**src/rtl/dsram_like_responder.sv**
```systemverilog
// Responder end of the data_sram req/addr_ok/data_ok interface: issues each accepted
// request to a single-port synchronous word RAM and answers strictly in order after a fixed delay.
module dsram_like_responder #(
  parameter int ADDR_W     = 16,
  parameter int DEPTH      = 4,
  parameter int DATA_DELAY = 0
) (
  input  logic              clk,
  input  logic              reset,
  input  logic              data_sram_req,
  input  logic              data_sram_wr,
  input  logic [1:0]        data_sram_size,
  input  logic [3:0]        data_sram_wstrb,
  input  logic [31:0]       data_sram_addr,
  input  logic [31:0]       data_sram_wdata,
  output logic              data_sram_addr_ok,
  output logic              data_sram_data_ok,
  output logic [31:0]       data_sram_rdata,
  input  logic              addr_stall,
  output logic              ram_en,
  output logic [3:0]        ram_we,
  output logic [ADDR_W-1:0] ram_addr,
  output logic [31:0]       ram_wdata,
  input  logic [31:0]       ram_rdata
);

  localparam int PTR_W = (DEPTH > 1) ? $clog2(DEPTH) : 1;
  localparam int CNT_W = $clog2(DEPTH + 1);
  localparam logic [PTR_W-1:0] LAST_IDX  = PTR_W'(DEPTH - 1);
  localparam logic [CNT_W-1:0] DEPTH_CNT = CNT_W'(DEPTH);
  localparam logic [3:0]       DLY_INIT  = 4'(DATA_DELAY);

  // Response queue: per-slot occupancy, store flag, data-valid flag, delay counter and data.
  logic [PTR_W-1:0] r_wr_ptr;
  logic [PTR_W-1:0] r_rd_ptr;
  logic [CNT_W-1:0] r_count;
  logic [DEPTH-1:0] r_occ;
  logic [DEPTH-1:0] r_is_wr;
  logic [DEPTH-1:0] r_vld;
  logic [3:0]       r_dly  [DEPTH];
  logic [31:0]      r_data [DEPTH];

  // The load issued last cycle whose RAM data is arriving on ram_rdata now.
  logic             r_cap_pend;
  logic [PTR_W-1:0] r_cap_idx;

  logic             w_push;
  logic             w_pop;
  logic             w_head_cap;
  logic [DEPTH-1:0] w_eff_vld;
  logic             w_unused;

  function automatic logic [PTR_W-1:0] f_next(input logic [PTR_W-1:0] p);
    return (p == LAST_IDX) ? '0 : p + PTR_W'(1);
  endfunction

  // Size and the byte-offset/upper address bits carry no information for a word RAM.
  assign w_unused = ^{data_sram_size, data_sram_addr};

  assign w_push            = data_sram_req && !addr_stall && !reset && (r_count < DEPTH_CNT);
  assign data_sram_addr_ok = w_push;

  assign ram_en    = w_push;
  assign ram_we    = (w_push && data_sram_wr) ? data_sram_wstrb : 4'b0000;
  assign ram_addr  = data_sram_addr[ADDR_W+1:2];
  assign ram_wdata = data_sram_wdata;

  // A capturing load counts as data-valid in its capture cycle so loads and stores share latency.
  always_comb begin
    // NOTE: every combinational output gets a default first so no path can infer a latch.
    w_eff_vld = r_vld;
    if (r_cap_pend) w_eff_vld[r_cap_idx] = 1'b1;
  end

  assign w_head_cap = r_cap_pend && (r_cap_idx == r_rd_ptr);
  assign w_pop      = r_occ[r_rd_ptr] && w_eff_vld[r_rd_ptr] && (r_dly[r_rd_ptr] == 4'd0);

  assign data_sram_data_ok = w_pop;
  assign data_sram_rdata   = (w_pop && !r_is_wr[r_rd_ptr])
                           ? (w_head_cap ? ram_rdata : r_data[r_rd_ptr])
                           : 32'd0;

  always_ff @(posedge clk or posedge reset) begin
    if (reset) begin
      r_wr_ptr   <= '0;
      r_rd_ptr   <= '0;
      r_count    <= '0;
      r_occ      <= '0;
      r_is_wr    <= '0;
      r_vld      <= '0;
      r_cap_pend <= 1'b0;
      r_cap_idx  <= '0;
      for (int i = 0; i < DEPTH; i++) r_dly[i] <= 4'd0;
    end else begin
      // NOTE: sequential state uses non-blocking assignments; later statements below win on the same slot.
      for (int i = 0; i < DEPTH; i++) begin
        if (r_occ[i] && w_eff_vld[i] && (r_dly[i] != 4'd0)) r_dly[i] <= r_dly[i] - 4'd1;
      end

      if (r_cap_pend) r_vld[r_cap_idx] <= 1'b1;

      if (w_pop) begin
        r_occ[r_rd_ptr] <= 1'b0;
        r_vld[r_rd_ptr] <= 1'b0;
        r_rd_ptr        <= f_next(r_rd_ptr);
      end

      if (w_push) begin
        r_occ[r_wr_ptr]   <= 1'b1;
        r_is_wr[r_wr_ptr] <= data_sram_wr;
        r_vld[r_wr_ptr]   <= data_sram_wr;
        r_dly[r_wr_ptr]   <= DLY_INIT;
        r_wr_ptr          <= f_next(r_wr_ptr);
      end

      r_cap_pend <= w_push && !data_sram_wr;
      r_cap_idx  <= r_wr_ptr;

      case ({w_push, w_pop})
        2'b10:   r_count <= r_count + CNT_W'(1);
        2'b01:   r_count <= r_count - CNT_W'(1);
        default: r_count <= r_count;
      endcase
    end
  end

  // NOTE: queue data is storage, not control; it is never read before its slot is written, so it has no reset.
  always_ff @(posedge clk) begin
    if (r_cap_pend) r_data[r_cap_idx] <= ram_rdata;
    if (w_push)     r_data[r_wr_ptr]  <= 32'd0;
  end

endmodule

```
**config.mk**
```make
export PLATFORM = sky130hd
export DESIGN_NAME = dsram_like_responder
export DESIGN_NICKNAME = d
export VERILOG_FILES = /design/src/rtl/dsram_like_responder.sv
export SDC_FILE = /design/constraint.sdc
export NUM_CORES = 1
export LEC_CHECK = 0
export ABC_AREA = 1
export CELL_PAD_IN_SITES_DETAIL_PLACEMENT = 0
export CELL_PAD_IN_SITES_GLOBAL_PLACEMENT = 1
export CORE_ASPECT_RATIO = 1.4
export CORE_MARGIN = 1
export CORE_UTILIZATION = 36
export DETAILED_ROUTE_END_ITERATION = 6
export PLACE_DENSITY_LB_ADDON = 0.12
export SLEW_MARGIN = 20
export SYNTH_ARGS = -nofsm -noshare
export SYNTH_HDL_FRONTEND = slang
export SYNTH_SLANG_ARGS = --single-unit
```
**constraint.sdc**
```tcl
create_clock -name clk -period 3.02 [get_ports clk]
set_input_delay 0.604 -clock clk [delete_from_list [all_inputs] [get_ports clk]]
set_output_delay 0.604 -clock clk [all_outputs]
set_load 0.02 [all_outputs]
```
Word level (Yosys, flattened, before mapping)
Memory sizes are Yosys's and may differ from the RTL's.
Cells that the tools add are included.
Word-level totals
  flip-flop bits (word level): 38
  output and inout bits: 87
  memories: 1
  word-level logic and storage cells: 115
  memory bits (writable): 128
Cells by class
  bitwise logic cells: 9
  multiplexer cells: 39
  equal/unequal tests: 5
  reductions and logical operators: 31
  order comparisons: 10
  add/subtract/negate cells: 8
Memories
  r_data: depth 4, bits a word 32, read ports 1, clocked after memory_dff 0, wr ports 2, line 41  | logic [31:0] r_data [DEPTH];
Operators by type and width (number)
  32-bit two-way mux: 2
  4-bit two-way mux: 13
  1-bit logical AND: 21
  16-bit AND: 1
  16-bit two-way mux: 1
  16-bit inverter: 1
  4-bit nonzero test: 4
  4-bit by 1-bit subtractor with 4-bit output (second input constant): 4
  1-bit two-way mux: 10
  2-bit by 3-bit < comparator with 1-bit output (second input constant): 3
  4-bit AND: 2
  4-bit binary-select mux with 2-bit select: 1
  4-bit bitwise mux: 2
  4-bit demux with 2-bit select: 1
  4-bit OR: 2
  1-bit binary-select mux with 2-bit select: 3
  1-bit demux with 2-bit select: 3
  2-bit == test (second input constant): 3
  2-bit by 1-bit >= comparator with 1-bit output (second input constant): 3
  3-bit >= comparator (second input constant): 2
  2-bit inverter with 3-bit output: 2
  3-bit case mux with 2 select lines: 1
  2-bit by 1-bit adder with 2-bit output (second input constant): 2
  1-bit logical NOT: 4
  10 further kinds: 11

Depth between registers and ports, before layout
  word-level depth: 13
  gate-level depth with buffers: 13
  mapped depth without buffers: 12

Least setup slack after synthesis
Ideal clock, no wire load.
  kind: in2out
  from: input port reset
  to: output port ram_we[0]
  arrival: 2.541 ns
  cell stages on the path: 5
  setup slack: -0.125 ns
  buffers on the path: 0
  path through: inv_1 -> nand3_1 -> inv_1 -> nand2_1 -> nor2_1
On the way
  word-level cells in the longest chain between the ends: 5
Ends and longest elaborated chain
  start, declared: line 9  | input logic reset,
  1-bit logical NOT (no line)
  1-bit logical AND (2 in series): line 60  | assign w_push = data_sram_req && !addr_stall && !reset && (r_count < DEPTH_CNT);
  named net data_sram_addr_ok: line 16  | output logic data_sram_addr_ok,
  1-bit logical AND: line 64  | assign ram_we = (w_push && data_sram_wr) ? data_sram_wstrb : 4'b0000;
  4-bit two-way mux: line 64
  end, declared: line 21  | output logic [3:0] ram_we,
The timed path passes the listed nets, and every way through them passes these cells.

Worst setup path after layout
  from: register r_rd_ptr[0]
  to: output port data_sram_rdata[11]
On the way
  word-level cells in the longest chain between the ends: 8
Ends and longest elaborated chain
  start, declared: line 35  | logic [PTR_W-1:0] r_rd_ptr;
  start signal, assigned: line 105  | r_rd_ptr <= f_next(r_rd_ptr);
  2-bit inverter with 3-bit output (implied by the code): line 76  | assign w_pop = r_occ[r_rd_ptr] && w_eff_vld[r_rd_ptr] && (r_dly[r_rd_ptr] == 4'd0);
  4-bit binary-select mux with 2-bit select: line 76
  4-bit two-way mux (implied by the code) (2 in series): line 76
  4-bit logical NOT: line 76
  1-bit logical AND: line 76
  1-bit logical AND: line 79  | assign data_sram_rdata = (w_pop && !r_is_wr[r_rd_ptr])
  32-bit two-way mux *: line 80  | ? (w_head_cap ? ram_rdata : r_data[r_rd_ptr])
  end, declared: line 18  | output logic [31:0] data_sram_rdata,
Every way passes the cells marked *; elsewhere a longest branch is shown, timed or not. The select of a mux whose other input is x is not followed.

==> impl_metrics.py <==
metrics = {
    "status": {
        "outcome": "finished, final reports clean",
    },
    "floorplanning": {
        "coreArea_sq_mm": 0.0225,
        "die_y_um": 181,
        "fp-row-count": 65,
        "dieArea_sq_mm": 0.0236,
        "dieWidth_um": 130,
        "boundaryPins": 194,
        "start_util": 0.367,
    },
    "drt": {
        "vias": 7235,
        "drt_wl_total_um": 22400,
        "wire_per_inst_um": 15.2,
        "ant_nets": 0,
        "first_pass_iters": 6,
        "drt_iter0_drc": 409,
        "drcViolationCount": 0,
        "viasPerCell": 4.90,
    },
    "timing": {
        "fin_crit_ns": 2.82,
        "whs_ns": 0.446,
        "slew_headroom": 0.513,
        "fin_skew_ns": 0.00759,
        "setup_violations": 0,
        "maxSlewViolCount": 0,
        "finalCritPeriodShare": 0.935,
        "tightest_slew_ns": 0.730,
        "rsz0062_at_grt": "no",
        "tns_ns": 0,
        "finalHoldViolCount": 0,
        "max_clock_freq_ghz": 0.354,
    },
    "layout": {
        "final_area_sq_mm": 0.00951,
        "layout_common_cells": "222 x nand2_1, 146 x inv_1, 141 x a21oi_1",
        "layout_commonest_cell": "nand2_1",
        "drive_gt1_frac": 0.0901,
        "syn_to_final_growth_pct": 15.2,
        "fillers": 2377,
        "diodes": 0,
        "nets": 1284,
    },
    "power": {
        "pwr_density_cell_mw_per_mm2": 1000,
        "p_leak_nw": 4.41,
        "vdd_ir_drop_max_mv": 0.465,
        "power.total_mw": 9.53,
    },
    "setup_path": {
        "path_depth": 10,
        "critPathTopFamily": "simple AND/OR/NAND/NOR gates",
        "crit_start": "r_rd_ptr[0]",
        "cpPeakStageDelay_ns": 0.43,
        "reg2reg_slack_ns": 0.64,
        "cp.required_ns": 2.42,
        "r2r_cells": 13,
        "cp-end-kind": "primary output",
        "cp_slowest_cell": "dfrtp_1",
        "crit_buf_inv": 2,
        "crit_path_end": "data_sram_rdata[11]",
        "critPathMaxFanout": 11,
        "critical_path.cell_chain": "buf_4 > nand2_1 > nor2_1 > nand3_1 > nand2_1 > nand2_1 > nand2_4 > nand3_4 > nor2_1 > dlygate4sd2_1",
        "rr_startpoint": "r_cap_idx[0]",
        "critical_path_class": "reg2out",
        "cp.arrival_ns": 2.22,
        "critPathLaunchType": "flip-flop",
        "crit_path_frequent_cell": "nand2_1",
        "rr_endpoint": "r_count[2]",
    },
    "grt": {
        "grt_usage": 0.201,
        "gr-total-overflow": 0,
        "grt_pass1_wl_um": 36700,
        "grt_max_degree": 65,
        "grt_pass1_vias": 6995,
        "antenna_found_initial": 0,
    },
    "synth": {
        "synth_area_leaders": "dfxtp_1 31%, dfrtp_1 12%, nand2_1 10%, a21oi_1 8.5%, o21ai_0 8.1%",
        "synth_area_sq_mm": 0.00826,
        "yosys.area.top_type": "dfxtp_1",
        "synthDominantCellAreaShare": 0.310,
        "synth_warnings": 0,
        "synth_area_per_cell_sq_um": 7.18,
        "synth_nets": 1271,
        "synthDistinctLibCells": 27,
        "synth-seq-cells": 166,
        "syn_inst": 1150,
        "seq_area_frac_synth": 0.425,
    },
    "clock_tree": {
        "clk_latency_ns": 0.43,
        "cts_tree": "built",
        "cts_hold_buffers": 0,
        "root_buffer": "clkbuf_16",
        "cts_sinks": 166,
        "cts_buffers": 17,
        "clk_pin_slew_ns": 0.07,
        "htree_levels": 4,
        "cts_buffer_depth": 2,
        "cts_setup_buffers": 0,
    },
    "place": {
        "hpwl_um": 13900,
        "gp_congestion": 0.741,
        "dpl_cell_area_sq_mm": 0.00913,
        "port_buffers": 79,
    },
    "flow_run": {
        "cap_viol_max_count": 0,
    },
    "min_path": {
        "hold_path_depth": 0,
        "hp-class": "reg2reg",
    },
}
[kinds of logic after synthesis]
logic type / count (synthesis) / share of synthesized area
adders and majority gates: 14 / 0.0221
buffers and inverters: 269 / 0.149
and+or+nand+nor: 340 / 0.162
AOI/OAI and AO/OA: 354 / 0.234
muxes: 1 / 0.00136
xor gates and xnor gates: 6 / 0.00636
DFF: 166 / 0.425
[synthesized netlist by cell type]
cell,number
nand2_1,222
inv_1,148
fa_1,1
buf_6,3
buf_2,11
nor2_1,93
xnor2_1,3
nand4_2,1
nand3_4,1
o21ai_0,133
a22oi_1,1
dfxtp_1,128
nand3_1,18
nor3_1,3
nand2_4,1
o21ai_1,15
buf_1,10
buf_4,49
a21oi_1,141
nand4_1,1
ha_1,13
inv_2,2
o211ai_1,64
xor2_1,3
dfrtp_1,38
clkbuf_1,46
mux2_2,1
[state kept, by name, indices dropped and copies added, names as in the netlist]
signal / flops
r_cap_idx: 2
r_cap_pend: 1
r_count: 3
r_data: 128
r_dly: 16
r_is_wr: 4
r_occ: 4
r_rd_ptr: 2
r_vld: 4
r_wr_ptr: 2
[worst register-to-register path, cell delays in order, from the launching register on]
cell and delay (ns):
dfrtp_1 0.41, inv_1 0.10, nand3_1 0.12, nand2_1 0.11, nand3_1 0.11, nand2_1 0.05
nand2_1 0.10, nand2_4 0.07, buf_4 0.19, ha_1 0.23, fa_1 0.39, a21oi_1 0.13
o21ai_0 0.12, xnor2_1 0.14
[through the flow]
step                setup WS [ns]  utilization  std cells
finish                      0.195        0.422       1477
CTS                       0.00193        0.427       1477
global route              0.00231        0.422       1477
detailed placement          0.202        0.405       1445
global placement            0.230        0.405       1445
floorplan                   0.365            -       1150
[routing by layer]
layer / vias up / share of wire / track usage
li1: 3696 / - / -
met1: 3414 / 0.46 / 0.250
met2: 104 / 0.49 / 0.348
met3: 21 / 0.029 / 0.0335
met4: 0 / 0.013 / 0.0660
met5: - / 0 / 0
[worst min-delay path by stage]
| stage | start | to |
|---|---|---|
| 2_1_floorplan | r_wr_ptr[1] | r_cap_idx[1] |
| 3_3_place_gp | r_wr_ptr[0] | r_cap_idx[0] |
| 3_5_place_dp | r_wr_ptr[0] | r_cap_idx[0] |
| 4_1_cts | r_wr_ptr[0] | r_cap_idx[0] |
| 5_1_grt | r_wr_ptr[0] | r_cap_idx[0] |
| 6_report | r_wr_ptr[0] | r_cap_idx[0] |
[area by class of cell]
cell class / count / area (sq um) / share of cell area
Sequential cell: 166 / 3510 / 0.370
Clock buffer: 24 / 493 / 0.0518
Multi-Input combinational cell: 715 / 3540 / 0.372
Inverter: 150 / 567 / 0.0596
Clock inverter: 8 / 45.0 / 0.00474
Tap cell: 301 / 377 / 0.0396
Timing Repair Buffer: 113 / 976 / 0.103
[where the power goes]
part	switching, mW	internal (mW)
clock network	0.897	1.14
logic	2.19	1.54
registers	0.474	3.28
[timing repair]
action | 4_1_cts | 5_1_grt
resized for setup | 33 | 63
hold endpoints to repair | 0 | 0
setup endpoints to repair | 33 | 31
cloned | 0 | 0
(Power assumes the default switching activity.)
